$ cat config.mk
export PLATFORM = sky130hd
export DESIGN_NAME = qk_sequencer
export DESIGN_NICKNAME = d
export VERILOG_FILES = /design/src/rtl/qk_sequencer.sv
export SDC_FILE = /design/constraint.sdc
export NUM_CORES = 1
export LEC_CHECK = 0
export ABC_AREA = 1
export CORE_ASPECT_RATIO = 0.6
export CORE_MARGIN = 1.5
export CORE_UTILIZATION = 40
export DETAILED_ROUTE_END_ITERATION = 8
export HOLD_SLACK_MARGIN = 0.02
export MAX_ROUTING_LAYER = met4
export PLACE_DENSITY = 0.64
export RECOVER_POWER = 100
export SETUP_SLACK_MARGIN = 0.5
export SLEW_MARGIN = 20
export SYNTH_ARGS = -nofsm -noshare
export SYNTH_HDL_FRONTEND = slang
export SYNTH_SLANG_ARGS = --single-unit
export TNS_END_PERCENT = 1
$ cat constraint.sdc
create_clock -name clk -period 1.6 [get_ports clk]
set_clock_uncertainty 0.15 [all_clocks]
set_input_delay 0.32 -clock clk [delete_from_list [all_inputs] [get_ports clk]]
set_output_delay 0.32 -clock clk [all_outputs]
set_load 0.1 [all_outputs]
$ cat src/rtl/qk_sequencer.sv
// Attention-core instruction sequencer: QWR, KWR, KLOAD, GAP, EXEC, DRAIN, NORM, DONE per start pulse.
// Outputs are registered decodes of the current state (one-cycle lag); no backpressure except ofifo_valid in DRAIN.
// Optional QKSEQ_SKIP_LOAD_EN adds skip_load, which jumps from IDLE straight to KLOAD.
module qk_sequencer #(
  parameter int col           = 8,
  parameter int max_len       = 16,
  parameter int load_gap      = 2,
  parameter int drain_timeout = 64
) (
  input  logic        clk,
  input  logic        reset,
  input  logic        start,
  input  logic [4:0]  q_len,
  input  logic        ofifo_valid,
`ifdef QKSEQ_SKIP_LOAD_EN
  input  logic        skip_load,
`endif
  output logic [16:0] inst,
  output logic        row_req,
  output logic [3:0]  row_idx,
  output logic        busy,
  output logic        done,
  output logic        err
);

  localparam int IW = $clog2(drain_timeout);
  localparam logic [3:0]    COL_LAST  = 4'(col - 1);
  localparam logic [3:0]    GAP_LAST  = 4'(load_gap - 1);
  localparam logic [3:0]    SUB_LAST  = 4'(col);
  localparam logic [IW-1:0] IDLE_LAST = IW'(drain_timeout - 1);

  typedef enum logic [3:0] {
    S_IDLE, S_QWR, S_KWR, S_KLOAD, S_GAP, S_EXEC, S_DRAIN, S_NORM, S_DONE
  } state_t;

  state_t        r_state, w_state_nxt;
  logic [3:0]    r_cnt, w_cnt_nxt;
  logic [3:0]    r_sub, w_sub_nxt;
  logic [3:0]    r_last, w_last_nxt;
  logic [IW-1:0] r_idle, w_idle_nxt;
  logic [16:0]   w_inst;
  logic          w_row_req, w_busy, w_done, w_err, w_len_ok, w_skip;
  logic [3:0]    w_row_idx;

`ifdef QKSEQ_SKIP_LOAD_EN
  assign w_skip = skip_load;
`else
  assign w_skip = 1'b0;
`endif
  assign w_len_ok = (q_len != 5'd0) && (q_len <= 5'(max_len));

  always_comb begin
    w_state_nxt = r_state;
    w_cnt_nxt   = r_cnt;
    w_sub_nxt   = r_sub;
    w_last_nxt  = r_last;
    w_idle_nxt  = r_idle;
    w_inst      = '0;
    w_row_req   = 1'b0;
    w_row_idx   = '0;
    w_busy      = 1'b1;
    w_done      = 1'b0;
    w_err       = 1'b0;
    case (r_state)
      S_IDLE: begin
        w_busy     = 1'b0;
        w_cnt_nxt  = '0;
        w_sub_nxt  = '0;
        w_idle_nxt = '0;
        if (start) begin
          if (w_len_ok) begin
            w_last_nxt  = 4'(q_len - 5'd1);
            w_state_nxt = w_skip ? S_KLOAD : S_QWR;
          end else begin
            w_err = 1'b1;
          end
        end
      end
      S_QWR, S_KWR: begin
        w_inst[15:12] = r_cnt;
        w_inst[4]     = (r_state == S_QWR);
        w_inst[2]     = (r_state == S_KWR);
        w_row_req     = 1'b1;
        w_row_idx     = r_cnt;
        if (r_cnt == ((r_state == S_QWR) ? r_last : COL_LAST)) begin
          w_cnt_nxt   = '0;
          w_state_nxt = (r_state == S_QWR) ? S_KWR : S_KLOAD;
        end else begin
          w_cnt_nxt = r_cnt + 4'd1;
        end
      end
      S_KLOAD: begin
        w_inst[15:12] = r_cnt;
        w_inst[6]     = 1'b1;
        w_inst[3]     = 1'b1;
        if (r_cnt == COL_LAST) begin
          w_cnt_nxt   = '0;
          w_state_nxt = S_GAP;
        end else begin
          w_cnt_nxt = r_cnt + 4'd1;
        end
      end
      S_GAP: begin
        if (r_cnt == GAP_LAST) begin
          w_cnt_nxt   = '0;
          w_state_nxt = S_EXEC;
        end else begin
          w_cnt_nxt = r_cnt + 4'd1;
        end
      end
      S_EXEC: begin
        w_inst[15:12] = r_cnt;
        w_inst[7]     = 1'b1;
        w_inst[5]     = 1'b1;
        if (r_cnt == r_last) begin
          w_cnt_nxt   = '0;
          w_state_nxt = S_DRAIN;
        end else begin
          w_cnt_nxt = r_cnt + 4'd1;
        end
      end
      S_DRAIN: begin
        // r_cnt is the psum write pointer; r_idle counts consecutive empty cycles
        if (ofifo_valid) begin
          w_inst[16]   = 1'b1;
          w_inst[11:8] = r_cnt;
          w_inst[0]    = 1'b1;
          w_idle_nxt   = '0;
          if (r_cnt == r_last) begin
            w_cnt_nxt   = '0;
            w_state_nxt = S_NORM;
          end else begin
            w_cnt_nxt = r_cnt + 4'd1;
          end
        end else if (r_idle == IDLE_LAST) begin
          w_err       = 1'b1;
          w_state_nxt = S_IDLE;
        end else begin
          w_idle_nxt = r_idle + 1'b1;
        end
      end
      S_NORM: begin
        // sub 0 reads the row, subs 1..col let the normaliser serialise it
        if (r_sub == 4'd0) begin
          w_inst[11:8] = r_cnt;
          w_inst[1]    = 1'b1;
        end
        if (r_sub == SUB_LAST) begin
          w_sub_nxt = '0;
          if (r_cnt == r_last) begin
            w_cnt_nxt   = '0;
            w_state_nxt = S_DONE;
          end else begin
            w_cnt_nxt = r_cnt + 4'd1;
          end
        end else begin
          w_sub_nxt = r_sub + 4'd1;
        end
      end
      S_DONE: begin
        w_busy      = 1'b0;
        w_done      = 1'b1;
        w_state_nxt = S_IDLE;
      end
      default: begin
        w_busy      = 1'b0;
        w_state_nxt = S_IDLE;
      end
    endcase
  end

  always_ff @(posedge clk) begin
    if (reset) begin
      r_state <= S_IDLE;
      r_cnt   <= '0;
      r_sub   <= '0;
      r_last  <= '0;
      r_idle  <= '0;
      inst    <= '0;
      row_req <= 1'b0;
      row_idx <= '0;
      busy    <= 1'b0;
      done    <= 1'b0;
      err     <= 1'b0;
    end else begin
      r_state <= w_state_nxt;
      r_cnt   <= w_cnt_nxt;
      r_sub   <= w_sub_nxt;
      r_last  <= w_last_nxt;
      r_idle  <= w_idle_nxt;
      inst    <= w_inst;
      row_req <= w_row_req;
      row_idx <= w_row_idx;
      busy    <= w_busy;
      done    <= w_done;
      err     <= w_err;
    end
  end

endmodule

### After elaboration in Yosys (flattened, before gate mapping)

Cells that the tools add are included.

| cells by class | value |
|---|---|
| add/subtract/negate cells | 4 |
| order comparisons | 1 |
| equality and inequality tests | 26 |
| mux-type cells | 42 |
| bitwise logic cells | 3 |
| reductions and logical operators | 17 |

Operator list:

| cell | count |
|---|---|
| 4-bit 2-to-1 mux | 21 |
| 4-bit one-hot mux with 7 select lines | 2 |
| 4-bit by 3-bit == test with 1-bit output (second input constant) | 5 |
| 2-bit != test (second input constant) | 9 |
| 4-bit one-hot mux with 2 select lines | 2 |
| 1-bit 2-to-1 mux | 13 |
| 6-bit 2-to-1 mux | 2 |
| 6-bit one-hot mux with 2 select lines | 1 |
| 10-bit AND reduction | 1 |
| 3-bit != test (second input constant) | 3 |
| 4-bit by 1-bit adder with 4-bit output (second input constant) | 2 |
| 4-bit by 1-bit == test with 1-bit output (second input constant) | 2 |
| 4-bit by 2-bit == test with 1-bit output (second input constant) | 2 |
| 4-bit == test | 2 |
| 4-bit == test (second input constant) | 2 |
| 4-bit logical NOT | 2 |
| 2-bit OR reduction | 4 |
| 7-bit nonzero test | 1 |
| 7-bit OR reduction | 1 |
| 6-bit by 1-bit adder with 6-bit output (second input constant) | 1 |
| 6-bit == test (second input constant) | 1 |
| 3-bit AND reduction | 2 |
| 5-bit less-or-equal comparator (second input constant) | 1 |
| 5-bit nonzero test | 1 |
| other kinds (7) | 10 |

| storage, ports and cells | value |
|---|---|
| bits in registers | 47 |
| bits of input ports | 9 |
| logic and storage cells | 107 |

### Longest topological paths before layout

| logic depth | value |
|---|---|
| depth after elaboration | 5 |
| depth in mapped cells | 13 |

### Least setup slack after synthesis

OpenSTA, ideal clock, no wires.

| timing path | value |
|---|---|
| path kind | register -> output |
| from | reg, netlist name inst[0] |
| to | out inst[16] |
| data arrival time | 1.356 ns |
| required time | 1.130 ns |
| setup slack | -0.226 ns |
| cell stages (with the launch flop) | 2 |
| buffers on the path | 1 |
| cell sequence | dfxtp_1 > buf_4 |

RTL lines:

| element | line | source |
|---|---|---|
| end: declaration | 18 | `output logic [16:0] inst,` |

### Worst setup path in the final report

| timing path | value |
|---|---|
| from | reg r_idle[1] |
| to | reg r_state[0] |

| on the way | value |
|---|---|
| longest elaborated chain between the ends | 3 |

RTL lines:

| element | line | source |
|---|---|---|
| start: declaration | 40 | `logic [IW-1:0] r_idle, w_idle_nxt;` |
| start signal: assignment | 190 | `r_idle <= w_idle_nxt;` |
| 6-bit == test | 135 | `end else if (r_idle == IDLE_LAST) begin` |
| 3-bit != test (no source line) | - |  |
| 10-bit AND reduction (no source line) | - |  |
| end signal: assignment | 186 | `r_state <= w_state_nxt;` |
| end: declaration | 36 | `state_t r_state, w_state_nxt;` |

Every way passes these cells.
A chain may end at the register's enable or synchronous reset.

==> metrics.txt <==
# TYPE chip_impl_metric gauge
chip_impl_info{name="synth.area.top_cells",value="sky130_fd_sc_hd__dfxtp_1, sky130_fd_sc_hd__nand2_1, sky130_fd_sc_hd__nor2_1"} 1
chip_impl_metric{name="synth.yosys.warnings",unit=""} 0
chip_impl_metric{name="cts_buffer_depth",unit=""} 2
chip_impl_metric{name="gpl.final_weighted_congestion",unit=""} 0.883
chip_impl_info{name="clock-root-buffer",value="sky130_fd_sc_hd__clkbuf_8"} 1
chip_impl_metric{name="finalCritPeriodShare",unit="%"} 101
chip_impl_metric{name="irDropWorstVdd",unit="mV"} 0.638
chip_impl_metric{name="grt.total_usage",unit="%"} 19.8
chip_impl_metric{name="drc_markers",unit=""} 0
chip_impl_info{name="timing.rr.start",value="r_idle[1]"} 1
chip_impl_metric{name="setup_violations",unit=""} 5
chip_impl_metric{name="routed_wl",unit="µm"} 5360
chip_impl_metric{name="synth-edff-count",unit=""} 0
chip_impl_metric{name="regToRegSetupSlack",unit="ns"} -0.01
chip_impl_metric{name="dp_hpwl",unit="µm"} 3940
chip_impl_metric{name="port_buffers",unit=""} 33
chip_impl_info{name="critical_path.reg2reg.endpoint",value="r_state[0]"} 1
chip_impl_metric{name="dp_slack",unit="ns"} -0.460
chip_impl_metric{name="drt-vias-per-instance",unit=""} 4.77
chip_impl_info{name="synthFlopType",value="sky130_fd_sc_hd__dfxtp_1"} 1
chip_impl_metric{name="avgRoutedWirePerCell",unit="µm"} 12.4
chip_impl_metric{name="clkTransAtPathRegs",unit="ns"} 0.09
chip_impl_metric{name="effective_utilization_at_floorplan",unit="%"} 41.7
chip_impl_info{name="yosysTopAreaCell",value="sky130_fd_sc_hd__dfxtp_1"} 1
chip_impl_metric{name="first_pass_grt_wire_length",unit="µm"} 8710
chip_impl_metric{name="slew_violations",unit=""} 0
chip_impl_metric{name="core",unit="µm²"} 5080
chip_impl_metric{name="insertion_delay",unit="ns"} 0.30
chip_impl_metric{name="areaGrowthSynthToFinish",unit="%"} 64.0
chip_impl_metric{name="layout.cells.non_filler",unit=""} 432
chip_impl_info{name="layout.cells.most_common",value="sky130_fd_sc_hd__nand2_1"} 1
chip_impl_metric{name="crit_fanout",unit=""} 6
chip_impl_metric{name="via_count",unit=""} 2062
chip_impl_metric{name="cts_inserted_buffers",unit=""} 5
chip_impl_info{name="violations",value="negative setup slack"} 1
chip_impl_metric{name="worst_ep_required_time",unit="ns"} 1.69
chip_impl_metric{name="r2r_cells",unit=""} 11
chip_impl_metric{name="max_freq",unit="GHz"} 0.620
chip_impl_metric{name="fp.dieArea",unit="µm²"} 5760
chip_impl_info{name="outcome",value="finished, violations left"} 1
chip_impl_metric{name="antenna_cells",unit=""} 0
chip_impl_metric{name="cts_htree_levels",unit=""} 2
chip_impl_metric{name="die_width",unit="µm"} 96.9
chip_impl_metric{name="period_needed",unit="ns"} 1.61
chip_impl_metric{name="synth.ff_latch_count",unit=""} 44
chip_impl_metric{name="timing.max_cap.violations",unit=""} 0
chip_impl_metric{name="drt_pre_antenna_iters",unit=""} 4
chip_impl_metric{name="fp-row-count",unit=""} 20
chip_impl_metric{name="drtAntennaViolNets",unit=""} 0
chip_impl_metric{name="power.static_leakage",unit="nW"} 1.53
chip_impl_metric{name="timing.max_slew.rel_slack",unit="%"} 81.6
chip_impl_metric{name="first_global_vias",unit=""} 1915
chip_impl_metric{name="worst_slew_pin_slew",unit="ns"} 0.274
chip_impl_metric{name="nNetsFinal",unit=""} 380
chip_impl_info{name="critical_path.endpoint_type",value="register"} 1
chip_impl_metric{name="detail_route.iter0.violations",unit=""} 164
chip_impl_metric{name="synth.cell_area",unit="µm²"} 2120
chip_impl_metric{name="pin_count",unit=""} 34
chip_impl_metric{name="grt_max_degree",unit=""} 16
chip_impl_info{name="layout_common_cells",value="sky130_fd_sc_hd__nand2_1, sky130_fd_sc_hd__buf_4, sky130_fd_sc_hd__nor2_1, sky130_fd_sc_hd__dfxtp_2"} 1
chip_impl_metric{name="cts_sinks",unit=""} 44
chip_impl_metric{name="cellPowerDensity",unit="nW/µm²"} 1260
chip_impl_metric{name="placed_cells_incl_taps",unit=""} 415
chip_impl_metric{name="worst_hold_slack",unit="ns"} 0.166
chip_impl_metric{name="final_core_util",unit="%"} 68.4
chip_impl_info{name="hp-class",value="in2reg"} 1
chip_impl_metric{name="async_flop_share",unit="%"} 0
chip_impl_metric{name="floorplan.die.height",unit="µm"} 59.4
chip_impl_info{name="worstSetupStartpointType",value="register"} 1
chip_impl_metric{name="synth-seq-area-share",unit="%"} 41.6
chip_impl_info{name="startpoint_of_the_worst_setup_timing_path",value="r_idle[1]"} 1
chip_impl_metric{name="final_ws_setup",unit="ns"} -0.0137
chip_impl_metric{name="syn_area_per_cell",unit="µm²"} 7.41
chip_impl_metric{name="drive_gt1_share",unit="%"} 50.0
chip_impl_metric{name="netlist-cell-type-count",unit=""} 31
chip_impl_info{name="setup.worst_path.end",value="r_state[0]"} 1
chip_impl_metric{name="synth_fp_nets",unit=""} 301
chip_impl_metric{name="synthCells",unit=""} 286
chip_impl_metric{name="arrival",unit="ns"} 1.70
chip_impl_metric{name="antenna_violations_before_repair",unit=""} 0
chip_impl_metric{name="timing_hold_violations_final",unit=""} 0
chip_impl_info{name="rsz0062_at_grt",value="yes"} 1
chip_impl_info{name="category_of_the_most_critical_setup_path",value="reg2reg"} 1
chip_impl_metric{name="global_route.overflow_total",unit=""} 0
chip_impl_metric{name="yosys.area.top_type_share",unit="%"} 41.6
chip_impl_metric{name="fin_tns_setup",unit="ns"} -0.0455
chip_impl_info{name="cts_tree",value="built"} 1
[power by group]
group	switching, mW	leakage [nW]	internal [mW]
Clock	0.399	0.0548	0.470
Sequential	0.127	0.375	1.23
Combinational	1.31	1.10	0.837
Total	1.84	1.53	2.53
[cell families (layout without fill, tap and decap cells)]
group	count (synthesis)	after routing	synth area share, %
AND/OR/NAND/NOR	146	146	33.7
buffers and inverters	47	127	9.10
adder cells (fa/ha/maj)	6	6	3.54
AO/OA/AOI/OAI	37	37	9.57
flip-flops	44	44	41.6
XOR/XNOR	6	6	2.48
[timing repair]
item,CTS,global route
pin swaps,13,18
gates resized for setup,30,52
setup endpoints to repair,69,69
hold buffers,0,0
buffers inserted,5,4
[synth_stat cells, types with 2 or more instances]
master                    count
sky130_fd_sc_hd__nand3_1     19
sky130_fd_sc_hd__ha_1         6
sky130_fd_sc_hd__o21ai_0      8
sky130_fd_sc_hd__a21oi_1     18
sky130_fd_sc_hd__a31oi_1      2
sky130_fd_sc_hd__buf_4        4
sky130_fd_sc_hd__xor2_1       5
sky130_fd_sc_hd__nand2_4      4
sky130_fd_sc_hd__inv_1       31
sky130_fd_sc_hd__nand3_2      3
sky130_fd_sc_hd__nor2_2       5
sky130_fd_sc_hd__nand2_1     56
sky130_fd_sc_hd__dfxtp_1     44
sky130_fd_sc_hd__nand2_2      5
sky130_fd_sc_hd__nor3_1       8
sky130_fd_sc_hd__nor2_1      35
sky130_fd_sc_hd__inv_2        8
sky130_fd_sc_hd__o21ai_1      4
sky130_fd_sc_hd__nand4_1      5
sky130_fd_sc_hd__nor2_4       5
[sequential cells by signal (all words and copies together) (netlist names)]
register and cells:
r_last 4, err 1, r_state 4, inst 14
busy 1, r_idle 6, r_cnt 4, row_idx 4
done 1, r_sub 4, row_req 1
[through the flow]
| step | total power, mW | cell area, µm² |
|---|---|---|
| 2_1_floorplan | 2.59 | 2190 |
| 3_3_place_gp | 3.20 | 3090 |
| 3_5_place_dp | 3.23 | 3090 |
| 4_1_cts | 4.25 | 3330 |
| 5_1_grt | 4.63 | 3470 |
| 6_report | 4.37 | 3470 |
[area by class of cell]
class | count | area (µm²)
Timing Repair Buffer | 79 | 943
Clock buffer | 5 | 68.8
Multi-Input combinational cell | 195 | 1240
Sequential cell | 44 | 942
Fill cell | 413 | 1610
Tap cell | 66 | 82.6
Clock inverter | 3 | 46.3
Inverter | 40 | 150
[how the worst min path moves through the flow]
stage	from	end	slack (ns)	depth (start not counted)
floorplan	r_last[2]	r_last[2]	0.29	2
finish	reset	inst[7]	0.17	2
CTS	r_sub[3]	r_sub[3]	0.32	2
detailed placement	r_sub[3]	r_sub[3]	0.31	2
global placement	r_sub[3]	r_sub[3]	0.30	2
global route	reset	inst[7]	0.18	2
[critical path, cell delays in order (launching register included)]
cell	delay [ns]
sky130_fd_sc_hd__dfxtp_2	0.36
sky130_fd_sc_hd__ha_4	0.15
sky130_fd_sc_hd__nand2_4	0.05
sky130_fd_sc_hd__nor2_4	0.14
sky130_fd_sc_hd__nand2_2	0.06
sky130_fd_sc_hd__nand3_2	0.08
sky130_fd_sc_hd__nand4_4	0.10
sky130_fd_sc_hd__nor2_4	0.16
sky130_fd_sc_hd__nand2_4	0.09
sky130_fd_sc_hd__nand2_1	0.07
sky130_fd_sc_hd__nand2_1	0.06
sky130_fd_sc_hd__nor2_2	0.08
[layer usage]
layer	up-vias	routed length (µm)	GRT usage, %
met2	62	2270	28.9
met3	5	358	3.77
met5	-	0	-
li1	1066	-	-
met1	929	2690	27.7
met4	0	44	6.42
(Power assumes the default switching activity.)
